### src/rtl/z88_mem_arbiter_if.sv
// Bus bundle between the arbiter and its neighbours: the Z80 request
// path (after blink segment translation), the LCD refresh fetcher and the
// physical memory bus toward the slot chip-enable decode.
interface z88_mem_arbiter_if;
  logic        cpu_req;
  logic        cpu_we;
  logic [21:0] cpu_addr;
  logic [7:0]  cpu_wdata;
  logic        cpu_wait_n;
  logic        lcd_req;
  logic [21:0] lcd_addr;
  logic        lcd_ack;
  logic [7:0]  lcd_rdata;
  logic [21:0] mem_addr;
  logic [7:0]  mem_wdata;
  logic [7:0]  mem_rdata;
  logic        mem_oe_n;
  logic        mem_we_n;
  logic        lcd_owner;

  // Requesters and memory side drive the arbiter.
  modport master (
    output cpu_req, cpu_we, cpu_addr, cpu_wdata, lcd_req, lcd_addr, mem_rdata,
    input  cpu_wait_n, lcd_ack, lcd_rdata, mem_addr, mem_wdata, mem_oe_n,
           mem_we_n, lcd_owner
  );

  // The arbiter itself.
  modport slave (
    input  cpu_req, cpu_we, cpu_addr, cpu_wdata, lcd_req, lcd_addr, mem_rdata,
    output cpu_wait_n, lcd_ack, lcd_rdata, mem_addr, mem_wdata, mem_oe_n,
           mem_we_n, lcd_owner
  );
endinterface

### src/rtl/z88_mem_arbiter.sv
// Z88 memory arbiter: shares the 22-bit physical bus between the Z80 and
// the LCD refresh fetcher. The Z80 has priority with zero added latency;
// an LCD fetch pending for MAX_WAIT cycles takes the next IDLE slot and the
// Z80 is held off via cpu_wait_n for the duration.
module z88_mem_arbiter #(
  parameter int LCD_CYC  = 3,
  parameter int MAX_WAIT = 12
) (
  input logic              mck,
  input logic              rin,
  z88_mem_arbiter_if.slave bus
);
  localparam int WW = $clog2(MAX_WAIT + 1);
  localparam int CW = $clog2(LCD_CYC + 1);

  typedef enum logic [1:0] {IDLE, CPU_ACC, LCD_ACC} state_t;

  state_t        state;
  logic [WW-1:0] wait_cnt;
  logic [CW-1:0] acc_cnt;
  logic [21:0]   addr_q;
  logic [21:0]   addr_hold;
  logic          starve;
  logic          cpu_grant;
  logic          lcd_grant;
  logic          lcd_acc;

  assign starve    = (wait_cnt == WW'(MAX_WAIT));
  // Reset gates the grants so nothing reaches the bus while rin is high.
  assign cpu_grant = !rin && ((state == CPU_ACC) ||
                              (state == IDLE && bus.cpu_req && !starve));
  assign lcd_grant = (state == IDLE) && bus.lcd_req && !(bus.cpu_req && !starve);
  assign lcd_acc   = !rin && (state == LCD_ACC);

  assign bus.lcd_owner  = lcd_acc;
  assign bus.mem_wdata  = bus.cpu_wdata;
  assign bus.cpu_wait_n = rin || !(bus.cpu_req && !cpu_grant);

  // Arbitration FSM; lcd_ack/lcd_rdata are registered here.
  always_ff @(posedge mck) begin
    if (rin) begin
      state     <= IDLE;
      acc_cnt   <= '0;
      addr_q    <= '0;
      bus.lcd_ack   <= 1'b0;
      bus.lcd_rdata <= '0;
    end else begin
      bus.lcd_ack <= 1'b0;
      case (state)
        IDLE: begin
          if (bus.cpu_req && !starve) begin
            state <= CPU_ACC;
          end else if (bus.lcd_req) begin
            state   <= LCD_ACC;
            addr_q  <= bus.lcd_addr;
            acc_cnt <= '0;
          end
        end
        // Dropping back to IDLE leaves one arbitration slot between Z80 accesses.
        CPU_ACC: if (!bus.cpu_req) state <= IDLE;
        LCD_ACC: begin
          acc_cnt <= acc_cnt + CW'(1);
          if (acc_cnt == CW'(LCD_CYC - 1)) begin
            bus.lcd_rdata <= bus.mem_rdata;
            bus.lcd_ack   <= 1'b1;
            state         <= IDLE;
          end
        end
        default: state <= IDLE;
      endcase
    end
  end

  // Starvation counter: counts cycles an LCD request sits un-granted.
  always_ff @(posedge mck) begin
    if (rin || !bus.lcd_req || lcd_grant) wait_cnt <= '0;
    else if (state != LCD_ACC && !starve) wait_cnt <= wait_cnt + WW'(1);
  end

  // Last driven address, so an idle bus keeps its previous address.
  always_ff @(posedge mck) begin
    if (rin) addr_hold <= '0;
    else     addr_hold <= bus.mem_addr;
  end

  // Bus mux: Z80 path is combinational so a granted access sees no delay.
  always_comb begin
    bus.mem_oe_n = 1'b1;
    bus.mem_we_n = 1'b1;
    bus.mem_addr = rin ? 22'd0 : addr_hold;
    if (cpu_grant) begin
      bus.mem_addr = bus.cpu_addr;
      bus.mem_oe_n = bus.cpu_we;
      bus.mem_we_n = !bus.cpu_we;
    end else if (lcd_acc) begin
      bus.mem_addr = addr_q;
      bus.mem_oe_n = 1'b0;
    end
  end
endmodule

### src/flat_wrapper.sv
// flat-port wrapper written by rule: the top's interface ports become plain ports
module z88_mem_arbiter_flat 
#(
  parameter int LCD_CYC  = 3,
  parameter int MAX_WAIT = 12
)
  (mck, rin, bus_cpu_req, bus_cpu_we, bus_cpu_addr, bus_cpu_wdata, bus_lcd_req, bus_lcd_addr, bus_mem_rdata, bus_cpu_wait_n, bus_lcd_ack, bus_lcd_rdata, bus_mem_addr, bus_mem_wdata, bus_mem_oe_n, bus_mem_we_n, bus_lcd_owner);
  z88_mem_arbiter_if bus_i ();
  input logic mck;
  input logic rin;
  input wire logic [$bits(bus_i.cpu_req)-1:0] bus_cpu_req;
  input wire logic [$bits(bus_i.cpu_we)-1:0] bus_cpu_we;
  input wire logic [$bits(bus_i.cpu_addr)-1:0] bus_cpu_addr;
  input wire logic [$bits(bus_i.cpu_wdata)-1:0] bus_cpu_wdata;
  input wire logic [$bits(bus_i.lcd_req)-1:0] bus_lcd_req;
  input wire logic [$bits(bus_i.lcd_addr)-1:0] bus_lcd_addr;
  input wire logic [$bits(bus_i.mem_rdata)-1:0] bus_mem_rdata;
  output wire logic [$bits(bus_i.cpu_wait_n)-1:0] bus_cpu_wait_n;
  output wire logic [$bits(bus_i.lcd_ack)-1:0] bus_lcd_ack;
  output wire logic [$bits(bus_i.lcd_rdata)-1:0] bus_lcd_rdata;
  output wire logic [$bits(bus_i.mem_addr)-1:0] bus_mem_addr;
  output wire logic [$bits(bus_i.mem_wdata)-1:0] bus_mem_wdata;
  output wire logic [$bits(bus_i.mem_oe_n)-1:0] bus_mem_oe_n;
  output wire logic [$bits(bus_i.mem_we_n)-1:0] bus_mem_we_n;
  output wire logic [$bits(bus_i.lcd_owner)-1:0] bus_lcd_owner;
  assign bus_i.cpu_req = bus_cpu_req;
  assign bus_i.cpu_we = bus_cpu_we;
  assign bus_i.cpu_addr = bus_cpu_addr;
  assign bus_i.cpu_wdata = bus_cpu_wdata;
  assign bus_i.lcd_req = bus_lcd_req;
  assign bus_i.lcd_addr = bus_lcd_addr;
  assign bus_i.mem_rdata = bus_mem_rdata;
  assign bus_cpu_wait_n = bus_i.cpu_wait_n;
  assign bus_lcd_ack = bus_i.lcd_ack;
  assign bus_lcd_rdata = bus_i.lcd_rdata;
  assign bus_mem_addr = bus_i.mem_addr;
  assign bus_mem_wdata = bus_i.mem_wdata;
  assign bus_mem_oe_n = bus_i.mem_oe_n;
  assign bus_mem_we_n = bus_i.mem_we_n;
  assign bus_lcd_owner = bus_i.lcd_owner;
  z88_mem_arbiter #(.LCD_CYC(LCD_CYC), .MAX_WAIT(MAX_WAIT)) u_core (.mck(mck), .rin(rin), .bus(bus_i));
endmodule
### config.mk
export PLATFORM = sky130hd
export DESIGN_NAME = z88_mem_arbiter_flat
export DESIGN_NICKNAME = d
export VERILOG_FILES = /design/src/rtl/z88_mem_arbiter_if.sv /design/src/rtl/z88_mem_arbiter.sv /design/src/flat_wrapper.sv
export SDC_FILE = /design/constraint.sdc
export NUM_CORES = 1
export LEC_CHECK = 0
export CAP_MARGIN = 20
export CORE_ASPECT_RATIO = 0.7
export CORE_MARGIN = 5
export CORE_UTILIZATION = 49
export DETAILED_ROUTE_END_ITERATION = 10
export PLACE_DENSITY = 0.85
export RECOVER_POWER = 50
export SLEW_MARGIN = 15
export SYNTH_ARGS = -nofsm -noshare
export SYNTH_HDL_FRONTEND = slang
export SYNTH_SLANG_ARGS = --single-unit
export TNS_END_PERCENT = 5
### constraint.sdc
create_clock -name mck -period 4.7 [get_ports mck]
set_input_delay 0.94 -clock mck [delete_from_list [all_inputs] [get_ports mck]]
set_output_delay 0.94 -clock mck [all_outputs]
set_load 0.05 [all_outputs]
==> impl_summary.txt, run 1 <==
----------------------------------------------------
[Clock network]
  Number of buffers inserted by hold repair at cts ... 0
  Postcts setup bufs ... 0
  Num Clock Sinks ... 61
  Worst skew pair latency ... 0.33 ns
  Clock-pin transition on the worst setup and hold timing paths ... 0.06 ns
  Largest buffer count on any clock path ... 2
  Root buf cell ... sky130_fd_sc_hd__clkbuf_8
  Resized Gates After CTS ... 0
  CTS buffer count ... 9
  CTS tree ... yes
  # H-tree levels ... 3

[Synth]
  Share of the yosys chip area belonging to registers ... 38.0%
  Post-synthesis register bit count ... 61
  Post-synthesis cell area ... 0.00321 mm²
  Mapped Cells ... 330
  Average cell area after synthesis ... between 9 and 10 µm²
  Count of yosys warnings during synthesis ... 0
  Count of cell types in the netlist ... 36
  Net count of the mapped netlist ... 398

[Final layout]
  Area of the multi-input gates ... 0.00176 mm²
  Fill cells ... 477
  Share of cells above drive strength 1 ... 11.2%
  Sequential Area ... 0.00122 mm²
  Syn-to-layout area delta ... 39.2%
  Number of nets in the final layout ... 466
  Final antenna diode count ... 0
  Leading cell type in the layout, fill and taps excluded ... sky130_fd_sc_hd__dfxtp_1
  Top library cells by usage in the layout, fill and taps aside ... 60 x sky130_fd_sc_hd__dfxtp_1, 57 x sky130_fd_sc_hd__clkdlybuf4s50_1, 47 x sky130_fd_sc_hd__nand2b_1, 44 x sky130_fd_sc_hd__mux2i_1, 44 x sky130_fd_sc_hd__o221a_1

[STA]
  Final cycle utilization of the critical path ... 87.1%
  Relative slew margins ... 27.5%
  Worst slew pin tran ... 1.09 ns
  Pins Over Slew Limit ... 0
  Max frequency ... 244 MHz
  Period minus WS final ... around 4.1 ns
  Total Neg Setup Slack ... 0 ns
  Number of setup violations in the final report ... 0
  Worst-case clock skew ... just under 0.006 ns
  Setup repair after global routing missed its margin ... false
  Final hold viol count ... 0

[Critical path]
  Type of the worst setup path ... in -> out
  Maximum fanout count along the critical path ... 28
  Data required, critical path ... ~3.8 ns
  Arrival time worst endpoint ... between 3 and 4 ns
  Startpoint type of the worst setup path ... input pin
  Critical path capture point type ... primary output

[Routing]
  Post-detailed-routing wire length ... 8.41 mm
  Violation count after the first detailed-route iteration ... 172
  Overall via count from detail_route ... 2823
  Remaining number of nets flagged by the antenna check after routing ... 0
  Final routed DRC violation total ... 0
  Mean number of vias per cell ... 5.87
  First-pass iteration count of the detailed router ... 4
  Wire length per cell ... 17.5 µm

[Power]
  Max VDD drop ... 0.195 mV
  Fraction of power spent switching nets ... 28.5%
  Overall power ... 1.50 mW
  Internal Power ... between 1 and 1.5 mW
  Fraction of power consumed by combinational cells ... between 20% and 30%
  Clock network fraction of design power ... 35.0%
  Seq pwr share ... 38.8%
  Areal power density over the cells ... 334 mW/mm²
  Total net switching power ... ~430 µW
  P_leak ... ~1.6 nW

[GRT]
  Vias in the first global route ... roughly 2800
  Wire length of the first global-routing pass ... 13.8 mm
  Initial antenna violation count ... 0
  Maximum number of pins on one net before global-route repair ... 75
  Total gr overflow ... 0
  Tot GR Track Use ... 20.5%

[Floorplanning]
  Initial Util ... about half
  Die outline area ... just over 0.008 mm²
  Io pins ... 108
  Area inside the core boundary ... around 0.0063 mm²
  Die outline width ... 107 µm
  Die Span Y ... about 78 µm
  Cell row count ... 24

[Run status]
  Result of the run ... finished clean

[Placed design]
  Placer Congestion ... 0.829
  DP HPWL ... 5.74 mm
  Port Buf Inserts ... 91

[Worst hold path]
  Classification of the worst-slack hold path ... reg -> reg

[Flow run]
  Max_cap viols ... 0

----------------------------------------------------
[through the flow]
stage / instances / setup WS (ns) / utilization, % / hold slack, ns / instance area (µm²)
2_1_floorplan: 330 / 1.60 / - / 0.448 / 3210
3_3_place_gp: 465 / 0.806 / 67.5 / 0.444 / 4260
3_5_place_dp: 465 / 0.751 / 67.5 / 0.453 / 4260
4_1_cts: 481 / 0.711 / 71.1 / 0.462 / 4480
5_1_grt: 481 / 0.489 / 71.0 / 0.485 / 4480
6_report: 481 / 0.606 / 71.0 / 0.458 / 4480
[worst max-delay path, cell delays in order]
cell and delay [ns]:
sky130_fd_sc_hd__dlygate4sd3_1 0.61, sky130_fd_sc_hd__nor2_1 0.17, sky130_fd_sc_hd__or3_1 0.57, sky130_fd_sc_hd__buf_4 0.41, sky130_fd_sc_hd__o221a_1 0.29, sky130_fd_sc_hd__buf_12 0.15
[kinds of logic (layout without fill, tap and decap cells)]
family | after synthesis | after routing | share of synthesized area, %
AO/OA/AOI/OAI | 90 | 90 | 23.8
adder cells (fa/ha/maj) | 3 | 3 | 1.17
buffers and inverters | 44 | 117 | 7.67
multiplexers | 44 | 44 | 13.7
flip-flops | 61 | 61 | 38.0
AND/OR/NAND/NOR | 88 | 88 | 15.7
[metal layers]
| layer | wire (µm) | part of all wire, % | global-route usage [%] |
|---|---|---|---|
| met2 | 4150 | 49 | 33.7 |
| met1 | 3680 | 44 | 25.3 |
| met3 | 446 | 5.3 | 6.55 |
| met5 | 0 | 0 | 0 |
| met4 | 138 | 1.6 | 7.41 |
[power by group through the flow]
stage                     clock, mW  combinational [mW]  sequential [mW]
after detailed placement          0               0.390            0.591
after floorplan                   0               0.249            0.579
final                         0.525               0.391            0.581
after global routing          0.569               0.412            0.585
after CTS                     0.538               0.392            0.580
after global placement            0               0.384            0.590
[cell type report]
type / instances / share of cell area [%]
clock buffers: 12 / 3.47
clock inverters: 4 / 1.57
inverters: 5 / 0.419
multi-input cells: 225 / 39.3
flip-flops and latches: 61 / 27.3
well taps: 78 / 2.18
repair buffers: 96 / 25.8
[registers in the layout, summed over array words and instances (netlist names)]
register,cells
u_core.acc_cnt,2
u_core.wait_cnt,4
u_core.addr_hold,22
u_core.state,2
u_core.bus.lcd_rdata,8
u_core.bus.lcd_ack,1
u_core.addr_q,22
[final timing paths]
check	from	slack, ns	depth (start not counted)	to
setup / recovery	bus_cpu_req	0.61	6	bus_mem_addr[0]
setup reg to reg	u_core.state[0]	1.96	4	u_core.addr_q[10]
hold reg to reg	u_core.bus.lcd_rdata[6]	0.46	2	u_core.bus.lcd_rdata[6]
hold / removal	u_core.bus.lcd_rdata[6]	0.46	2	u_core.bus.lcd_rdata[6]
[synth_stat cells (all sizes together)]
cell     instances  share of area, %
dfxtp           61                38
nand2b          47               9.1
mux2i           44                14
o221a           44                15
a21oi           31               4.8
buf             27               5.7
clkbuf          12               1.4
nand3           12               1.9
nor2             9               1.1
nand2            8              0.93
inv              5              0.58
a211oi           3              0.70
ha               3               1.2
o21ai            3              0.47
nand3b           2              0.47
nor4             2              0.39
o41ai            2              0.55
a2111oi          1              0.27
a21boi           1              0.23
a221oi           1              0.27
a31oi            1              0.19
a41oi            1              0.27
and3             1              0.19
and4             1              0.27
and4b            1              0.31
nor2b            1              0.19
nor3             1              0.16
nor3b            1              0.23
o2111ai          1              0.27
o211a            1              0.31
or3              1              0.19
or3b             1              0.27
No activity file was read; power rests on OpenSTA's default activity.
==> run 2, diff against run 1 <==
CORE_MARGIN = 3   (was 5)
GPL_TIMING_DRIVEN = 0   (was default)
==> impl_summary.txt, run 2 (same netlist as run 1, synthesis figures left out) <==
----------------------------------------------------
[Clock network]
  Root buf cell ... sky130_fd_sc_hd__clkbuf_8
  Largest buffer count on any clock path ... 2 (unchanged)
  Worst skew pair latency ... 0.34 ns (about the same)
  Num Clock Sinks ... 61 (unchanged)
  # H-tree levels ... 3 (unchanged)
  Number of buffers inserted by hold repair at cts ... 0 (unchanged)
  Resized Gates After CTS ... 0 (unchanged)
  CTS tree ... yes
  Clock-pin transition on the worst setup and hold timing paths ... 0.06 ns (about the same)
  CTS buffer count ... 9 (unchanged)
  Postcts setup bufs ... 0 (unchanged)

[Run status]
  Result of the run ... finished clean

[STA]
  Setup repair after global routing missed its margin ... false
  Final hold viol count ... 0 (unchanged)
  Final hold slack ... 0.452 ns (-0.00588 ns)
  Number of setup violations in the final report ... 0 (unchanged)
  Total Neg Setup Slack ... 0 ns (unchanged)
  Period minus WS final ... 4.49 ns (+0.395 ns)
  Pins Over Slew Limit ... 0 (unchanged)
  Worst slew pin tran ... 0.785 ns (-0.302 ns)
  Relative slew margins ... 47.7% (+20 points)
  Slack of the critical path ... 0.212 ns (-0.395 ns)
  Max frequency ... 223 MHz (-8.8%)
  Worst-case clock skew ... 0.00704 ns (+0.00122 ns)
  Final cycle utilization of the critical path ... 95.5% (+8.4 points)

[Worst hold path]
  Classification of the worst-slack hold path ... reg -> reg

[Critical path]
  Reg2Reg Depth ... 8 (+4)
  Critical path capture point type ... primary output
  Destination of the worst register-to-register timing path ... u_core.addr_q[15]
  Critical path endpoint ... bus_mem_addr[13]
  Maximum fanout count along the critical path ... 10 (-64%)
  Slack of the worst reg-to-reg path ... 2.28 ns (+0.32 ns)
  Type of the worst setup path ... in -> out
  Data required, critical path ... 3.76 ns (about the same)
  Startpoint type of the worst setup path ... input pin
  Launch instance of the worst register-to-register path ... u_core.wait_cnt[0]
  Arrival time worst endpoint ... 3.55 ns (+0.40 ns)
  Launching element of the worst setup path ... bus_cpu_req

[Final layout]
  Leading cell type in the layout, fill and taps excluded ... sky130_fd_sc_hd__clkdlybuf4s50_1
  Share of cells above drive strength 1 ... 7.43% (-3.7 points)
  Cell area after layout ... 0.00449 mm² (+0.31%)
  Registers with the most flip-flops ... u_core.addr_hold: 22 flops, u_core.addr_q: 22 flops, u_core.bus.lcd_rdata: 8 flops
  Fill cells ... 471 (-1.3%)
  Final antenna diode count ... 0 (unchanged)
  Post-route core utilization ... 71.5% (+0.56 points)
  Number of nets in the final layout ... 507 (+8.8%)
  Syn-to-layout area delta ... 39.7%
  Top library cells by usage in the layout, fill and taps aside ... 88 x sky130_fd_sc_hd__clkdlybuf4s50_1, 61 x sky130_fd_sc_hd__dfxtp_1, 47 x sky130_fd_sc_hd__nand2b_1, 44 x sky130_fd_sc_hd__mux2i_1, 44 x sky130_fd_sc_hd__o221a_1

[Power]
  Internal Power ... 1.02 mW (-5.0%)
  Fraction of power spent switching nets ... 30.5% (+2.0 points)
  P_leak ... 1.64 nW (+0.44%)
  Areal power density over the cells ... 326 mW/mm² (-2.6%)
  Fraction of power consumed by combinational cells ... 26.7% (+0.6 points)
  Seq pwr share ... 39.3% (+0.5 points)
  Clock network fraction of design power ... 34.0% (-1.0 points)
  Total net switching power ... 446 µW (+4.5%)
  Max VDD drop ... 0.204 mV (+4.5%)

[Placed design]
  Port Buf Inserts ... 98 (+7.7%)
  Total cell area at the placement stage ... 0.00429 mm² (+0.88%)
  Worst setup slack before clock tree synthesis ... 0.324 ns (-0.427 ns)
  Placer Congestion ... 0.820 (-1.1%)
  DP HPWL ... 6.66 mm (+16%)

[Floorplanning]
  Io pins ... 108 (unchanged)
  Die outline area ... 0.00758 mm² (-8.7%)
  Die Span Y ... 73.8 µm (-5.1%)
  Cell row count ... 24 (unchanged)
  Area inside the core boundary ... 0.00628 mm² (-0.48%)
  Initial Util ... 51.2% (+0.24 points)
  Die outline width ... 103 µm (-3.7%)

[Routing]
  Wire length per cell ... 17.7 µm (+0.93%)
  Mean number of vias per cell ... 5.86 (-0.22%)
  Overall via count from detail_route ... 3057 (+8.3%)
  Remaining number of nets flagged by the antenna check after routing ... 0 (unchanged)
  Final routed DRC violation total ... 0 (unchanged)
  Post-detailed-routing wire length ... 9.22 mm (+9.5%)
  First-pass iteration count of the detailed router ... 4 (unchanged)
  Violation count after the first detailed-route iteration ... 165 (-4.1%)

[GRT]
  Initial antenna violation count ... 0 (unchanged)
  Maximum number of pins on one net before global-route repair ... 11 (-85%)
  Tot GR Track Use ... 24.9% (+4.4 points)
  Wire length of the first global-routing pass ... 14.5 mm (+5.5%)
  Vias in the first global route ... 2950 (+4.7%)
  Total gr overflow ... 0 (unchanged)

[Flow run]
  Max_cap viols ... 0 (unchanged)

----------------------------------------------------
[run 2: cell types whose count changed in the layout (fill, tap and decap cells not counted), moves of 3 or more]
cell                              change
sky130_fd_sc_hd__clkdlybuf4s50_1     +31
sky130_fd_sc_hd__buf_12              -22
sky130_fd_sc_hd__clkbuf_1            +16
sky130_fd_sc_hd__buf_2                +6
sky130_fd_sc_hd__buf_6                +4
sky130_fd_sc_hd__buf_1                +3
sky130_fd_sc_hd__buf_4                +3
[run 2: per-layer routing]
| metal | vias to the layer above | wire length (µm) | GRT usage [%] |
|---|---|---|---|
| met5 | - | 0 | 0 |
| met4 | 0 | 37 | 8.91 |
| met3 | 7 | 594 | 6.36 |
| met2 | 101 | 4260 | 36.8 |
| met1 | 1499 | 4320 | 35.2 |
| li1 | 1450 | - | - |
[run 2: layout make-up]
type / count / area (µm²) / share of cell area [%]
inverter: 5 / 18.8 / 0.418
clock buffer: 11 / 131 / 2.93
tap: 78 / 97.6 / 2.17
multi-input combinational: 225 / 1750 / 38.9
buffer: 39 / 218 / 4.85
timing repair buffer: 98 / 981 / 21.9
sequential: 61 / 1220 / 27.2
clock inverter: 5 / 75.1 / 1.67
[run 2: worst min path at each step]
stage | from | end | slack, ns | depth (start not counted)
after global placement | u_core.bus.lcd_rdata[6] | u_core.bus.lcd_rdata[6] | 0.44 | 2
final | u_core.bus.lcd_rdata[0] | u_core.bus.lcd_rdata[0] | 0.45 | 2
after detailed placement | u_core.bus.lcd_rdata[0] | u_core.bus.lcd_rdata[0] | 0.45 | 2
after floorplan | u_core.addr_q[0] | u_core.addr_q[0] | 0.45 | 2
after CTS | u_core.bus.lcd_rdata[0] | u_core.bus.lcd_rdata[0] | 0.46 | 2
after global routing | u_core.bus.lcd_rdata[5] | u_core.bus.lcd_rdata[5] | 0.48 | 2
[run 2: through the flow]
| stage | std cells | total power [mW] |
|---|---|---|
| floorplan | 330 | 0.828 |
| global placement | 506 | 0.963 |
| detailed placement | 506 | 0.972 |
| CTS | 522 | 1.47 |
| global route | 522 | 1.52 |
| finish | 522 | 1.46 |
[run 2: worst max-delay path, cell delays in order]
cell                              delay, ns
sky130_fd_sc_hd__clkdlybuf4s50_1       0.49
sky130_fd_sc_hd__nor2_1                0.19
sky130_fd_sc_hd__or3_1                 0.13
sky130_fd_sc_hd__clkbuf_1              0.50
sky130_fd_sc_hd__buf_6                 0.24
sky130_fd_sc_hd__o221a_1               0.24
sky130_fd_sc_hd__clkdlybuf4s50_1       0.82
[run 2: power by group through the flow]
stage / Combinational (mW) / Sequential (mW) / Clock, mW
4_1_cts: 0.390 / 0.574 / 0.504
2_1_floorplan: 0.249 / 0.579 / 0
6_report: 0.390 / 0.575 / 0.497
3_3_place_gp: 0.380 / 0.583 / 0
3_5_place_dp: 0.387 / 0.585 / 0
5_1_grt: 0.413 / 0.578 / 0.529
